File: config.mk
export PLATFORM = sky130hd
export DESIGN_NAME = voice_allocator_flat
export DESIGN_NICKNAME = d
export VERILOG_FILES = /design/src/rtl/voice_allocator_if.sv /design/src/rtl/voice_allocator.sv /design/src/flat_wrapper.sv
export SDC_FILE = /design/constraint.sdc
export NUM_CORES = 1
export LEC_CHECK = 0
export ABC_CLOCK_PERIOD_IN_PS = 5650
export BUFFER_PORTS_ARGS = -buffer_cell sky130_fd_sc_hd__buf_2
export CAP_MARGIN = 20
export CORE_AREA = 2 2 441 443
export DETAILED_ROUTE_END_ITERATION = 8
export DIE_AREA = 0 0 443 445
export PLACE_DENSITY = 0.44
export SETUP_SLACK_MARGIN = 0.2
export SLEW_MARGIN = 10
export SYNTH_ARGS = -nofsm -noshare
export SYNTH_HDL_FRONTEND = slang
export SYNTH_SLANG_ARGS = --single-unit
export TNS_END_PERCENT = 10
File: constraint.sdc
create_clock -name clk -period 5.65 [get_ports clk]
set_input_delay 1.13 -clock clk [delete_from_list [all_inputs] [get_ports clk]]
set_output_delay 1.13 -clock clk [all_outputs]
set_load 0.05 [all_outputs]
File: src/rtl/voice_allocator_if.sv
// Event handshake and packed lane outputs between the note source and the voice allocator.
interface voice_allocator_if #(
  parameter int unsigned NUM_BITS     = 32,
  parameter int unsigned NUM_CHANNELS = 16
);
  logic                             ev_valid;
  logic                             ev_ready;
  logic                             ev_on;
  logic [6:0]                       ev_key;
  logic [NUM_BITS-2:0]              ev_car;
  logic [NUM_BITS-1:0]              ev_mod;
  logic                             all_off;
  logic [NUM_BITS*NUM_CHANNELS-1:0] carrier_out;
  logic [NUM_BITS*NUM_CHANNELS-1:0] modulator_out;
  logic [NUM_CHANNELS-1:0]          available;
  logic                             ev_done;
  logic                             ev_drop;
  logic                             stolen;

  modport master (
    output ev_valid, ev_on, ev_key, ev_car, ev_mod, all_off,
    input  ev_ready, carrier_out, modulator_out, available, ev_done, ev_drop, stolen
  );

  modport slave (
    input  ev_valid, ev_on, ev_key, ev_car, ev_mod, all_off,
    output ev_ready, carrier_out, modulator_out, available, ev_done, ev_drop, stolen
  );
endinterface

File: src/rtl/voice_allocator.sv
// Note-event scheduler: scans lanes per event for retrigger / lowest-free / oldest-steal targets.
// Optional feature macro: VOICE_STEAL_EN enables oldest-voice stealing when every lane is busy.
module voice_allocator #(
  parameter int unsigned NUM_BITS     = 32,
  parameter int unsigned NUM_CHANNELS = 16,
  parameter int unsigned AGE_BITS     = 8
) (
  input logic              clk,
  input logic              rst,
  voice_allocator_if.slave bus
);
  localparam int unsigned IDX_W = $clog2(NUM_CHANNELS);
  localparam int unsigned CAR_W = NUM_BITS - 1;
  localparam int unsigned KEY_W = 7;
  localparam logic [AGE_BITS-1:0] AGE_MAX  = '1;
  localparam logic [IDX_W-1:0]    LAST_IDX = IDX_W'(NUM_CHANNELS - 1);

  typedef enum logic [1:0] {IDLE, SCAN, WRITE} state_t;
  state_t state, state_next;

  logic [NUM_CHANNELS-1:0] en;
  logic [KEY_W-1:0]        key  [NUM_CHANNELS];
  logic [AGE_BITS-1:0]     age  [NUM_CHANNELS];
  logic [CAR_W-1:0]        car  [NUM_CHANNELS];
  logic [NUM_BITS-1:0]     mods [NUM_CHANNELS];

  logic                ev_on_q;
  logic [KEY_W-1:0]    ev_key_q;
  logic [CAR_W-1:0]    ev_car_q;
  logic [NUM_BITS-1:0] ev_mod_q;

  logic [IDX_W-1:0] idx;
  logic             match_found, free_found;
  logic [IDX_W-1:0] match_idx, free_idx;
`ifdef VOICE_STEAL_EN
  logic [IDX_W-1:0]    steal_idx;
  logic [AGE_BITS-1:0] steal_age;
`endif

  logic             ready_q, done_q, drop_q, stolen_q;
  logic             accept;
  logic             wr_on, wr_off, steal_c, done_c, drop_c;
  logic [IDX_W-1:0] tgt;

  assign accept = bus.ev_valid & ready_q;

  // State register
  always_ff @(posedge clk) begin
    if (rst) state <= IDLE;
    else     state <= state_next;
  end

  // Next-state logic; all_off aborts from anywhere
  always_comb begin
    state_next = state;
    if (bus.all_off) begin
      state_next = IDLE;
    end else begin
      case (state)
        IDLE:    if (accept) state_next = SCAN;
        SCAN:    if (idx == LAST_IDX) state_next = WRITE;
        WRITE:   state_next = IDLE;
        default: state_next = IDLE;
      endcase
    end
  end

  // Commit decode: target selection in retrigger > free > steal order
  always_comb begin
    wr_on   = 1'b0;
    wr_off  = 1'b0;
    steal_c = 1'b0;
    tgt     = '0;
    done_c  = 1'b0;
    drop_c  = 1'b0;
    if (bus.all_off) begin
      drop_c = (state != IDLE) || accept;
    end else if (state == WRITE) begin
      if (ev_on_q) begin
        if (match_found) begin
          wr_on = 1'b1;
          tgt   = match_idx;
        end else if (free_found) begin
          wr_on = 1'b1;
          tgt   = free_idx;
        end
`ifdef VOICE_STEAL_EN
        else begin
          wr_on   = 1'b1;
          tgt     = steal_idx;
          steal_c = 1'b1;
        end
`endif
      end else if (match_found) begin
        wr_off = 1'b1;
        tgt    = match_idx;
      end
      done_c = wr_on | wr_off;
      drop_c = ~(wr_on | wr_off);
    end
  end

  // Event latch and per-lane scan bookkeeping
  always_ff @(posedge clk) begin
    if (rst) begin
      ev_on_q     <= 1'b0;
      ev_key_q    <= '0;
      ev_car_q    <= '0;
      ev_mod_q    <= '0;
      idx         <= '0;
      match_found <= 1'b0;
      free_found  <= 1'b0;
      match_idx   <= '0;
      free_idx    <= '0;
`ifdef VOICE_STEAL_EN
      steal_idx   <= '0;
      steal_age   <= '0;
`endif
    end else if (state == IDLE) begin
      if (accept) begin
        ev_on_q     <= bus.ev_on;
        ev_key_q    <= bus.ev_key;
        ev_car_q    <= bus.ev_car;
        ev_mod_q    <= bus.ev_mod;
        idx         <= '0;
        match_found <= 1'b0;
        free_found  <= 1'b0;
      end
    end else if (state == SCAN) begin
      if (en[idx] && key[idx] == ev_key_q && !match_found) begin
        match_found <= 1'b1;
        match_idx   <= idx;
      end
      if (!en[idx] && !free_found) begin
        free_found <= 1'b1;
        free_idx   <= idx;
      end
`ifdef VOICE_STEAL_EN
      if (idx == '0 || age[idx] > steal_age) begin
        steal_idx <= idx;
        steal_age <= age[idx];
      end
`endif
      idx <= idx + IDX_W'(1);
    end
  end

  // Lane state; all_off wins over a coincident write
  always_ff @(posedge clk) begin
    if (rst) begin
      en <= '0;
      for (int i = 0; i < NUM_CHANNELS; i++) begin
        key[i]  <= '0;
        age[i]  <= '0;
        car[i]  <= '0;
        mods[i] <= '0;
      end
    end else if (bus.all_off) begin
      en <= '0;
      for (int i = 0; i < NUM_CHANNELS; i++) age[i] <= '0;
    end else if (wr_on) begin
      for (int i = 0; i < NUM_CHANNELS; i++) begin
        if (IDX_W'(i) == tgt) begin
          en[i]   <= 1'b1;
          key[i]  <= ev_key_q;
          age[i]  <= '0;
          car[i]  <= ev_car_q;
          mods[i] <= ev_mod_q;
        end else if (en[i] && age[i] != AGE_MAX) begin
          age[i] <= age[i] + AGE_BITS'(1);
        end
      end
    end else if (wr_off) begin
      en[tgt] <= 1'b0;
    end
  end

  // Registered handshake and status pulses
  always_ff @(posedge clk) begin
    if (rst) begin
      ready_q  <= 1'b0;
      done_q   <= 1'b0;
      drop_q   <= 1'b0;
      stolen_q <= 1'b0;
    end else begin
      ready_q  <= (state_next == IDLE);
      done_q   <= done_c;
      drop_q   <= drop_c;
      stolen_q <= steal_c;
    end
  end

  for (genvar i = 0; i < NUM_CHANNELS; i++) begin : g_lane
    assign bus.carrier_out[NUM_BITS*i +: NUM_BITS]   = {en[i], car[i]};
    assign bus.modulator_out[NUM_BITS*i +: NUM_BITS] = mods[i];
  end

  assign bus.available = ~en;
  assign bus.ev_ready  = ready_q;
  assign bus.ev_done   = done_q;
  assign bus.ev_drop   = drop_q;
  assign bus.stolen    = stolen_q;
endmodule

File: src/flat_wrapper.sv
// flat-port wrapper written by rule: the top's interface ports become plain ports
module voice_allocator_flat 
#(
  parameter int unsigned NUM_BITS     = 32,
  parameter int unsigned NUM_CHANNELS = 16,
  parameter int unsigned AGE_BITS     = 8
)
  (clk, rst, bus_ev_valid, bus_ev_on, bus_ev_key, bus_ev_car, bus_ev_mod, bus_all_off, bus_ev_ready, bus_carrier_out, bus_modulator_out, bus_available, bus_ev_done, bus_ev_drop, bus_stolen);
  voice_allocator_if #(.NUM_BITS(NUM_BITS), .NUM_CHANNELS(NUM_CHANNELS)) bus_i ();
  input logic clk;
  input logic rst;
  input wire logic [$bits(bus_i.ev_valid)-1:0] bus_ev_valid;
  input wire logic [$bits(bus_i.ev_on)-1:0] bus_ev_on;
  input wire logic [$bits(bus_i.ev_key)-1:0] bus_ev_key;
  input wire logic [$bits(bus_i.ev_car)-1:0] bus_ev_car;
  input wire logic [$bits(bus_i.ev_mod)-1:0] bus_ev_mod;
  input wire logic [$bits(bus_i.all_off)-1:0] bus_all_off;
  output wire logic [$bits(bus_i.ev_ready)-1:0] bus_ev_ready;
  output wire logic [$bits(bus_i.carrier_out)-1:0] bus_carrier_out;
  output wire logic [$bits(bus_i.modulator_out)-1:0] bus_modulator_out;
  output wire logic [$bits(bus_i.available)-1:0] bus_available;
  output wire logic [$bits(bus_i.ev_done)-1:0] bus_ev_done;
  output wire logic [$bits(bus_i.ev_drop)-1:0] bus_ev_drop;
  output wire logic [$bits(bus_i.stolen)-1:0] bus_stolen;
  assign bus_i.ev_valid = bus_ev_valid;
  assign bus_i.ev_on = bus_ev_on;
  assign bus_i.ev_key = bus_ev_key;
  assign bus_i.ev_car = bus_ev_car;
  assign bus_i.ev_mod = bus_ev_mod;
  assign bus_i.all_off = bus_all_off;
  assign bus_ev_ready = bus_i.ev_ready;
  assign bus_carrier_out = bus_i.carrier_out;
  assign bus_modulator_out = bus_i.modulator_out;
  assign bus_available = bus_i.available;
  assign bus_ev_done = bus_i.ev_done;
  assign bus_ev_drop = bus_i.ev_drop;
  assign bus_stolen = bus_i.stolen;
  voice_allocator #(.NUM_BITS(NUM_BITS), .NUM_CHANNELS(NUM_CHANNELS), .AGE_BITS(AGE_BITS)) u_core (.clk(clk), .rst(rst), .bus(bus_i));
endmodule
== Yosys cells after proc, flatten, opt, wreduce, memory -nomap -nowiden ==
Memories as Yosys holds them, arrays and structs flattened. A register that Yosys moved wholly into a read port is not among the register bits.
Index checks and enable logic that the tools add are counted.
Storage, ports and cells
  register bits: 106
  RAM bits: 1120
  bits of input ports: 75
  output and inout bits: 1044
  logic and storage cells: 357
  memories kept: 3
Memory list
  u_core.mods: depth 16, width 32, read ports 16, clocked after Yosys merged registers in 0, write ports 16, line voice_allocator.sv:25  | logic [NUM_BITS-1:0] mods [NUM_CHANNELS];
  u_core.car: depth 16, width 31, read ports 16, clocked after Yosys merged registers in 0, write ports 16, line voice_allocator.sv:24  | logic [CAR_W-1:0] car [NUM_CHANNELS];
  u_core.key: depth 16, width 7, read ports 1, clocked after Yosys merged registers in 1, write ports 16, line voice_allocator.sv:22  | logic [KEY_W-1:0] key [NUM_CHANNELS];
Operators by class
  add/subtract/negate cells: 1
  magnitude comparators: 3
  eq/ne operators: 36
  multiplexer cells: 189
  bitwise gates (word level): 56
  reduce and logical (&&, ||, !) cells: 40
Operator list (count)
  32-bit 2-to-1 mux: 16
  31-bit 2-to-1 mux: 16
  1-bit 2-to-1 mux: 122
  7-bit 2-to-1 mux: 16
  1-bit OR: 49
  4-bit 2-to-1 mux: 11
  2-bit AND reduction: 18
  4-bit == test (first input constant): 8
  16-bit 2-to-1 mux: 2
  2-bit inequality test (second input constant): 16
  16-bit inverter: 2
  16-bit bitwise AND: 1
  3-bit by 4-bit == test with 1-bit output (first input constant): 4
  3-bit AND reduction: 4
  4-bit by 5-bit < comparator with 1-bit output (second input constant): 2
  2-bit nonzero test: 5
  2-bit by 4-bit == test with 1-bit output (first input constant): 2
  7-bit == test: 1
  2-bit 2-to-1 mux: 3
  4-bit by 1-bit adder with 4-bit output (second input constant): 1
  1-bit binary-select mux with 4-bit select: 1
  1-bit demux with 4-bit select: 1
  1-bit by 4-bit == test with 1-bit output (first input constant): 1
  4-bit == test (second input constant): 1
  14 further kinds: 22

== Longest topological paths before layout ==
Gate-level depths: netlist (run 1).
  word-level depth: 13
  mapped depth: 10

== Worst setup path before layout (run 1) ==
No wires, ideal clock.
  path type: input-to-reg
  from: input port bus_all_off
  to: memory u_core.car[1][31] in the netlist's numbering (enable)
  library setup time: 0.440 ns
  arrival time: 3.691 ns
  data required time: 5.210 ns
  setup slack: 1.519 ns
  stages on the path: 7
  buffers on the path: 1
  path through: nor2_1 > and2_1 > clkbuf_1 > nand3_1 > nor2_1 > nand2_1 > nand2b_1
RTL lines
  start: declaration: line flat_wrapper.sv:17  | input wire logic [$bits(bus_i.all_off)-1:0] bus_all_off;
  end: declaration: line voice_allocator.sv:24

==> key figures, run 1 <==
Setup path
  – CP max stage delay: 0.69 ns
  – Arrival time worst endpoint: 4.04 ns
  – Crit path max-delay family: simple AND/OR/NAND/NOR gates
  – Worst-path cell chain: o21ai_0 -> o21ai_1 -> nand2_4 -> nand2b_4 -> buf_4
  – CP endpoint kind: flop
  – Depth of the worst register-to-register path: 5
  – RR Endpoint: u_core.mods[0][75]
  – R2R setup slack: 2.08 ns
  – Crit Path Class: flop to flop
  – CP required: 6.11 ns
  – Reg2Reg Launch Point: u_core.match_found
  – Slowest-stage cell, CP: nand2b_4
  – Crit path launch type: flop
  – CP Buf/Inv Count: 1
  – CP startpoint: u_core.match_found
  – Critical Path Fanout Max: 27
  – Setup crit end: u_core.mods[0][75]
  – Crit path depth: 5

Yosys
  – Cell taking the most area after synthesis: edfxtp_1
  – Syn_nets: 2853
  – Top FF cell, synth: edfxtp_1
  – Yosys warnings: 0
  – Avg Inst Size Synth: 15.48 um2
  – EDFF count, synth: 1120
  – Synthesized cell area: 42990 um2
  – Async SR Flop Fraction: 0%
  – Count of different cell masters after synthesis: 49
  – Seq/Total Area, Yosys: 83.35%
  – Post-synthesis register bit count: 1230
  – Yosys top cell area share: 78.23%
  – Area contributors post-synth: edfxtp_1 78%, nor2_1 6.3%, dfxtp_1 5.1%, clkbuf_1 1.6%, nand2_1 1.6%
  – Post-synthesis instance total: 2777

Cells and area
  – Layout cells sized above 1: 36.50%
  – Nets: 4007
  – Post-route insts no fill: 6573
  – Area grow syn2layout: 31.95%

Timing
  – Slew HR: 30.19%
  – Setup TNS: 0 ns
  – Max Clk Rate: 0.2797 GHz
  – Final setup viols: 0
  – Period utilisation layout: 63.27%
  – Clock skew: 0.03716 ns
  – Slew @ Worst Pin: 1.047 ns
  – Fin. Hold Viols: 0
  – Slew Viols, Final: 0
  – RSZ-0062 raised after global routing: no
  – Tmin final: 3.575 ns

Placed design
  – Placed cell count: 6317
  – GPL Wtd Cong: 0.7975
  – IO buf count: 1117
  – Placed wire-length estimate: 126600 um

CTS
  – Post-CTS resize count: 0
  – CTS tree: yes
  – H-tree depth: 4
  – Clk buf depth: 3
  – Postcts setup bufs: 0
  – # clock sinks: 1230
  – Number of CTS-inserted buffers: 138
  – Hold_buf cts: 0
  – CTS clk-pin slew, worst paths: 0.06 ns
  – Root Buffer: clkbuf_16
  – Skew-Pair Late Insertion Delay: 0.81 ns

Floorplan
  – Die ar.: 197100 um2
  – Die width: 443 um
  – I/O pin count: 1119
  – CORE AREA: 192000 um2
  – Initial Util: 22.40%
  – Height of the die: 445 um
  – Row count: 161

Routing
  – Routed wire length: 180500 um
  – Router iterations before antenna repair: 5
  – Drt drc: 0
  – Wirelength per Cell: 27.46 um
  – DR vias/cell: 4.222
  – Total number of vias: 27750
  – Antenna viol nets, final: 0
  – Initial detailed-routing violation count: 2603

GRT
  – Largest net degree at the start of global routing: 72
  – First-pass GRT wire length: 237800 um
  – GR Util All Layers: 17.58%
  – Vias in the first global route: 26766
  – Initial antenna violation count: 39
  – Gr ovfl total: 0

Flow run
  – # Max-Cap Violations: 0

Pwr
  – Worst vdd ir: 192.2 uV
  – Static leakage: 0.02190 uW
  – Pwr dens: 383.6 nW/um2

Outcome
  – Status: completed

Hold path
  – Hold WC Path Type: flop to flop
  – Hold depth: 2
[placed cells by master (no fill, tap or decap), drive strengths merged, types with 3 or more instances in the layout]
master    synthesis  final
edfxtp         1120   1120
nand3            15     15
mux2i            33     33
mux2              8      8
diode             0      6
o21ai            24     24
and2              3      3
a221oi            5      5
xnor2             7      7
dfxtp           110    110
nor3              5      5
a21oi            93     93
clkbuf          185    182
nand2b           99     99
nand3b            3      3
o22ai             3      3
inv              87     93
nand2           178    178
nor2b             8      8
nor2            725    725
a2bb2oi           3      3
buf              12   1211
clkinv            0     46
and3              3      3
clkinvlp          0      6
mux4             20     20
bufinv            0     10
[cells in the mapped netlist, types with 5 or more instances]
library cell and instances:
a221oi_1 5, a21oi_1 93, nand2b_1 99, dfxtp_1 110, nor3_1 5, mux2_2 6
mux4_2 20, xnor2_1 7, nor2b_1 8, inv_1 87, mux2i_1 33, nor2_1 725
buf_2 8, o21ai_0 22, nand3_1 15, nand2_1 178, clkbuf_1 185, edfxtp_1 1120
[metal layers]
layer,vias to the layer above,global-route usage [%],wire length (um)
li1,12001,-,-
met1,14263,21.40,72290
met2,1245,30.91,91810
met3,233,4.532,12350
met4,8,4.267,4012
met5,-,0,52
[report_power, final]
part	internal, uW	switching (uW)
Clock	5300	3880
Sequential	10300	133
Combinational	336	1820
Total	15900	5840
[logic make-up after synthesis]
logic type / after synthesis / share of synthesized area (%)
buffers and inverters: 284 / 2.546
AND/OR/NAND/NOR: 1051 / 10.07
multiplexers: 61 / 2.025
AO/OA/AOI/OAI: 140 / 1.793
other: 1 / 0.008722
flip-flops: 1230 / 83.35
adder cells (fa/ha/maj): 1 / 0.02910
XOR/XNOR: 9 / 0.1834
[metrics by stage]
stage	utilization, %	worst slack (ns)	hold WS [ns]	instance area [um2]	power (uW)
floorplan	-	1.519	0.4368	42990	12060
global placement	27.14	1.292	0.4428	52100	12810
detailed placement	27.15	1.323	0.4467	52130	12810
CTS	29.54	1.999	0.4551	56720	21980
global route	29.55	1.800	0.4693	56720	22360
finish	29.55	2.075	0.4529	56730	21760
[layout make-up]
| class | instances | area [um2] |
|---|---|---|
| Fill cell | 19582 | 135200 |
| Sequential cell | 1230 | 35840 |
| Timing Repair Buffer | 1211 | 6523 |
| Multi-Input combinational cell | 1263 | 6282 |
| Clock buffer | 182 | 3847 |
| Tap cell | 2526 | 3161 |
| Clock inverter | 68 | 739.5 |
| Inverter | 87 | 326.6 |
| Antenna cell | 6 | 15.01 |
[sequential cells by signal (all words and copies together) (netlist names), 7 cells and up, named ones only]
| name | flops |
|---|---|
| u_core.en | 16 |
| u_core.mods | 512 |
| u_core.car | 496 |
| u_core.ev_key_q | 7 |
| u_core.ev_mod_q | 32 |
| u_core.key | 112 |
| u_core.ev_car_q | 31 |
[worst min path at each step]
stage,slack (ns),start,to
3_5_place_dp,0.45,u_core.ev_car_q[4],u_core.ev_car_q[4]
6_report,0.45,u_core.ev_mod_q[30],u_core.ev_mod_q[30]
2_1_floorplan,0.44,u_core.ev_car_q[0],u_core.ev_car_q[0]
4_1_cts,0.46,u_core.ev_car_q[20],u_core.ev_car_q[20]
5_1_grt,0.47,u_core.ev_mod_q[6],u_core.ev_mod_q[6]
3_3_place_gp,0.44,u_core.ev_car_q[21],u_core.ev_car_q[21]
[worst min-delay path, stage by stage, from the launching register on]
cell,delay (ns)
dfxtp_1,0.30
nand2_1,0.05
a21oi_1,0.05
Power figures use the tool's default switching activity.
==> run 2, diff against run 1 <==
ABC_CLOCK_PERIOD_IN_PS = 3200   (was 5650)
PLACE_DENSITY = 0.46   (was 0.44)
clock period = 3.2 ns   (was 5.65 ns; I/O delays follow)
==> key figures, run 2 (synthesized netlist as in run 1, its figures left out) <==
Pwr
  – Worst vdd ir: 419.4 uV (+120%)
  – Static leakage: 0.02238 uW (+2.2%)
  – Pwr dens: 664.7 nW/um2 (+73%)
  – Total power: 38330 uW (+76%)

Placed design
  – Placed wire-length estimate: 128100 um (+1.2%)
  – Placed Instance Area: 53100 um2 (+1.9%)
  – GPL Wtd Cong: 0.8262 (+3.6%)
  – IO buf count: 1117 (unchanged)
  – Placed cell count: 6392 (+1.2%)

Timing
  – Tmin final: 2.705 ns (-0.8693 ns)
  – Max Clk Rate: 0.3696 GHz (+32%)
  – Period utilisation layout: 84.55% (+21 points)
  – Final setup viols: 0 (unchanged)
  – RSZ-0062 raised after global routing: no
  – Clock skew: 0.04436 ns (+0.007203 ns)
  – Slew Viols, Final: 0 (unchanged)
  – Slew @ Worst Pin: 1.160 ns (+0.1132 ns)
  – Slew HR: 22.64% (-7.5 points)
  – Minimum hold slack: 0.08142 ns (-0.3715 ns)
  – Fin. Hold Viols: 0 (unchanged)

Setup path
  – R2R setup slack: 0.49 ns (-1.58 ns)
  – CP endpoint kind: flop
  – Crit path launch type: flop
  – Crit Path Class: flop to flop
  – CP dominant cell by count: buf_4
  – Arrival time worst endpoint: 3.41 ns (-0.63 ns)
  – RR Endpoint: u_core.match_idx[1]
  – Slowest-stage cell, CP: dfxtp_2
  – CP max stage delay: 0.46 ns (-0.23 ns)
  – Worst-path cell chain: buf_4 -> mux4_2 -> nor2b_1 -> a211oi_1 -> xnor2_1 -> o2111a_1 -> nor4b_4 -> buf_4 -> mux2i_1
  – Critical Path Fanout Max: 18 (-33%)
  – Setup crit end: u_core.match_idx[1]
  – CP required: 3.91 ns (-2.20 ns)
  – Depth of the worst register-to-register path: 9 (+4)

Cells and area
  – Core Util, Final: 30.03% (+0.48 points)
  – Post-route insts no fill: 6653 (+1.2%)
  – Commonest non-fill, non-tap cell in the layout: edfxtp_1
  – Area grow syn2layout: 34.11%
  – Commonest non-fill, non-tap cells in the layout: 1120 x edfxtp_1, 1116 x buf_2, 725 x nor2_1, 168 x nand2_1, 143 x clkbuf_16
  – Nets: 4084 (+1.9%)
  – Leading registers by flop count: u_core.mods (512), u_core.car (496), u_core.key (112)
  – Largest reg by FF count: u_core.mods
  – Finished Cell Area: 57660 um2 (+1.6%)
  – Max FFs per register: 512 (unchanged)
  – Layout cells sized above 1: 37.50% (+1.0 points)

CTS
  – H-tree depth: 4 (unchanged)
  – Clk buf depth: 3 (unchanged)
  – Skew-Pair Late Insertion Delay: 0.80 ns (about the same)
  – Hold_buf cts: 0 (unchanged)
  – Postcts setup bufs: 0 (unchanged)
  – CTS clk-pin slew, worst paths: 0.06 ns (about the same)
  – Number of CTS-inserted buffers: 140 (+1.4%)
  – # clock sinks: 1230 (unchanged)
  – CTS tree: yes
  – Post-CTS resize count: 0 (unchanged)
  – Root Buffer: clkbuf_16

Routing
  – Initial detailed-routing violation count: 2877 (+11%)
  – Routed wire length: 183100 um (+1.4%)
  – Router iterations before antenna repair: 7 (+2)
  – Total number of vias: 28273 (+1.9%)
  – Antenna viol nets, final: 0 (unchanged)
  – Drt drc: 0 (unchanged)
  – DR vias/cell: 4.250 (+0.66%)
  – Wirelength per Cell: 27.52 um (+0.19%)

Floorplan
  – Height of the die: 445 um (unchanged)
  – Row count: 161 (unchanged)
  – Die ar.: 197100 um2 (unchanged)
  – CORE AREA: 192000 um2 (unchanged)
  – I/O pin count: 1119 (unchanged)
  – Initial Util: 22.40% (unchanged)
  – Die width: 443 um (unchanged)

GRT
  – Initial antenna violation count: 25 (-36%)
  – Gr ovfl total: 0 (unchanged)
  – Largest net degree at the start of global routing: 72 (unchanged)
  – Vias in the first global route: 27376 (+2.3%)
  – First-pass GRT wire length: 241900 um (+1.7%)
  – GR Util All Layers: 17.88% (+0.29 points)

Flow run
  – # Max-Cap Violations: 0 (unchanged)

Outcome
  – Status: completed

Hold path
  – Hold WC Path Type: primary input to flop
==> run 2: cell types whose count changed in the layout (fill, tap and decap cells not counted), sizes merged <==
cell	delta
bufinv	-1
clkbuf	-8
buf	+75
inv	+3
clkinvlp	-3
clkinv	+8
diode	+6
==> run 2: critical path, delay by kind of cell, from the launching register on <==
kind | cells | cell delay [ns]
AOI/OAI and AO/OA | 2 | 0.65
DFF | 1 | 0.46
and+or+nand+nor | 2 | 0.33
muxes | 2 | 0.43
xor gates and xnor gates | 1 | 0.20
buffers and inverters | 2 | 0.56
==> run 2: worst min path at each step <==
stage                   startpoint                  end  cells after the start
6_report            bus_ev_mod[17]  u_core.ev_mod_q[17]                      3
3_3_place_gp    u_core.ev_car_q[6]   u_core.ev_car_q[6]                      2
2_1_floorplan   u_core.ev_car_q[0]   u_core.ev_car_q[0]                      2
4_1_cts             bus_ev_car[15]  u_core.ev_car_q[15]                      3
5_1_grt              bus_ev_mod[7]   u_core.ev_mod_q[7]                      3
3_5_place_dp   u_core.ev_car_q[13]  u_core.ev_car_q[13]                      2
==> run 2: area by class of cell <==
class / instances / area, um2
inverter: 87 / 326.6
clock inverter: 75 / 813.3
multi-input combinational: 1263 / 6287
sequential: 1230 / 35840
fill: 19518 / 134300
timing repair buffer: 1286 / 7491
antenna: 12 / 30.03
clock buffer: 174 / 3715
tap: 2526 / 3161
==> run 2: power breakdown <==
group / internal (uW) / switching [uW] / leakage (uW)
clock: 9080 / 6910 / 0.00220
combinational: 670 / 3260 / 0.00796
sequential: 18200 / 233 / 0.0122
==> run 2: layer usage <==
layer / GRT usage [%] / share of wire, % / wire length, um
met3: 4.454 / 7.4 / 13500
met2: 30.83 / 51 / 92520
met4: 5.811 / 2.8 / 5195
met5: 0 / 0.020 / 37
met1: 21.78 / 39 / 71810
==> run 2: through the flow <==
step / setup TNS, ns / worst slack [ns]
6_report: 0 / 0.4945
5_1_grt: 0 / 0.3388
4_1_cts: 0 / 0.3213
3_5_place_dp: 0 / 0.3308
3_3_place_gp: 0 / 0.2887
2_1_floorplan: -370.44 / -0.4325
==> run 3, diff against run 2 <==
ABC_CLOCK_PERIOD_IN_PS = 2500   (was 3200)
PLACE_DENSITY = 0.44   (was 0.46)
clock period = 2.5 ns   (was 3.2 ns; I/O delays follow)
==> key figures, run 3 (synthesized netlist as in run 1, its figures left out) <==
Outcome
  – Status: completed

Timing
  – Clock skew: 0.02856 ns (-0.01580 ns)
  – Slew HR: 55.79% (+33 points)
  – Slew @ Worst Pin: 0.6624 ns (-0.4980 ns)
  – Period utilisation layout: 99.21% (+15 points)
  – Max Clk Rate: 0.4032 GHz (+9.1%)
  – Slew Viols, Final: 0 (unchanged)
  – RSZ-0062 raised after global routing: yes
  – Final setup viols: 0 (unchanged)
  – Fin. Hold Viols: 0 (unchanged)
  – Tmin final: 2.480 ns (-0.2252 ns)

Routing
  – Antenna viol nets, final: 0 (unchanged)
  – Drt drc: 0 (unchanged)
  – Router iterations before antenna repair: 7 (unchanged)
  – DR vias/cell: 4.238 (-0.28%)
  – Routed wire length: 185400 um (+1.3%)
  – Wirelength per Cell: 27.35 um (-0.61%)
  – Total number of vias: 28732 (+1.6%)
  – Initial detailed-routing violation count: 2497 (-13%)

Setup path
  – CP required: 3.16 ns (-0.75 ns)
  – Crit path launch type: flop
  – CP dominant cell by count: buf_12
  – Critical Path Fanout Max: 8 (-10)
  – CP max stage delay: 0.55 ns (+0.09 ns)
  – CP endpoint kind: flop
  – Arrival time worst endpoint: 3.14 ns (-0.27 ns)
  – Slowest-stage cell, CP: mux4_2
  – CP Buf/Inv Count: 3 (+1)
  – Crit Path Class: flop to flop
  – Worst-path cell chain: buf_12 -> buf_12 -> mux4_2 -> and4_1 -> nor4_1 -> nand3_1 -> o211ai_1 -> nor4b_4 -> buf_6 -> o21ba_1
  – Crit path max-delay family: simple AND/OR/NAND/NOR gates

Floorplan
  – CORE AREA: 192000 um2 (unchanged)
  – Row count: 161 (unchanged)
  – I/O pin count: 1119 (unchanged)
  – Initial Util: 22.40% (unchanged)
  – Height of the die: 445 um (unchanged)
  – Die width: 443 um (unchanged)
  – Die ar.: 197100 um2 (unchanged)

GRT
  – Vias in the first global route: 28264 (+3.2%)
  – GR Util All Layers: 18.14% (+0.26 points)
  – First-pass GRT wire length: 245400 um (+1.5%)
  – Initial antenna violation count: 21 (-16%)
  – Gr ovfl total: 0 (unchanged)
  – Largest net degree at the start of global routing: 72 (unchanged)

CTS
  – Root Buffer: clkbuf_16
  – # clock sinks: 1230 (unchanged)
  – Number of CTS-inserted buffers: 141 (+0.71%)
  – H-tree depth: 4 (unchanged)
  – Clk buf depth: 3 (unchanged)
  – Skew-Pair Late Insertion Delay: 0.78 ns (-0.02 ns)
  – CTS tree: yes
  – CTS clk-pin slew, worst paths: 0.06 ns (about the same)

Cells and area
  – Commonest non-fill, non-tap cell in the layout: edfxtp_1
  – Leading registers by flop count: u_core.mods (512), u_core.car (496), u_core.key (112)
  – Area grow syn2layout: 37.68%
  – Core Util, Final: 30.83% (+0.80 points)
  – Nets: 4219 (+3.3%)
  – Largest reg by FF count: u_core.mods
  – Max FFs per register: 512 (unchanged)
  – Layout cells sized above 1: 38.01% (+0.52 points)
  – Commonest non-fill, non-tap cells in the layout: 1120 x edfxtp_1, 1117 x buf_2, 725 x nor2_1, 168 x nand2_1, 157 x buf_4

Hold path
  – Hold WC Path Type: primary input to flop

Flow run
  – # Max-Cap Violations: 0 (unchanged)

Pwr
  – Total power: 49610 uW (+29%)
  – Worst vdd ir: 566.8 uV (+35%)
  – Pwr dens: 838.1 nW/um2 (+26%)
  – Static leakage: 0.02314 uW (+3.4%)

Placed design
  – IO buf count: 1117 (unchanged)
  – GPL Wtd Cong: 0.8183 (-0.96%)
  – Placed wire-length estimate: 131000 um (+2.2%)
[run 3: cell types whose count changed in the layout (fill, tap and decap cells not counted), moves of 5 or more]
| cell | before | now |
|---|---|---|
| buf_12 | 50 | 63 |
| diode_2 | 12 | 3 |
| dfxtp_1 | 109 | 104 |
| dfxtp_2 | 1 | 6 |
| buf_4 | 119 | 157 |
| dlygate4sd3_1 | 0 | 72 |
[run 3: cell type report]
cell class	instances	area, um2
Clock buffer	179	3797
Timing Repair Buffer	1420	8931
Inverter	87	326.6
Antenna cell	3	7.507
Tap cell	2526	3161
Clock inverter	72	789.5
Multi-Input combinational cell	1263	6337
Fill cell	19473	132800
Sequential cell	1230	35840
[run 3: repair_timing]
action | 4_1_cts | 5_1_grt
gates cloned | 0 | 1
hold buffers | 72 | 0
setup buffers | 4 | 0
endpoints found under the setup margin | 235 | 1157
pin swaps | 5 | 1
resized for setup | 6 | 23
hold endpoints to repair | 73 | 0
[run 3: path summary, 6_finish.rpt]
kind / start / end / slack [ns] / depth (start not counted)
min reg2reg: u_core.ev_car_q[25] / u_core.ev_car_q[25] / 0.45 / 2
min: rst / u_core.ev_mod_q[12] / 0.09 / 2
max reg2reg: flop / u_core.match_found / 0.02 / 10
max: flop / u_core.match_found / 0.02 / 10
[run 3: per-layer routing]
layer | part of all wire (%) | vias to the layer above | GRT usage [%]
met1 | 39 | 14799 | 21.89
met3 | 7.4 | 231 | 4.772
met2 | 51 | 1283 | 31.88
li1 | - | 12419 | -
met5 | 0 | - | 0
met4 | 2.3 | 0 | 4.724
[run 3: through the flow]
step | worst slack [ns] | std cells | instance area [um2] | hold slack [ns] | TNS, ns
after global placement | -0.2703 | 6449 | 53700 | 0.4405 | -1.271
after CTS | 0.005712 | 6776 | 59080 | 0.01216 | 0
after detailed placement | -0.2720 | 6449 | 53700 | 0.4446 | -1.232
after global routing | -0.1021 | 6779 | 59190 | 0.04765 | -0.4672
after floorplan | -0.09899 | 2777 | 43090 | 0.4368 | -33.42
final | 0.01968 | 6780 | 59190 | 0.08567 | 0
[run 3: where the power goes]
| group | total (uW) | switching, uW | internal (uW) | leakage [uW] |
|---|---|---|---|---|
| Combinational | 5240 | 4240 | 995 | 0.00868 |
| Clock | 20800 | 8790 | 12100 | 0.00223 |
| Sequential | 23500 | 272 | 23300 | 0.0122 |
| Total | 49600 | 13300 | 36300 | 0.0231 |
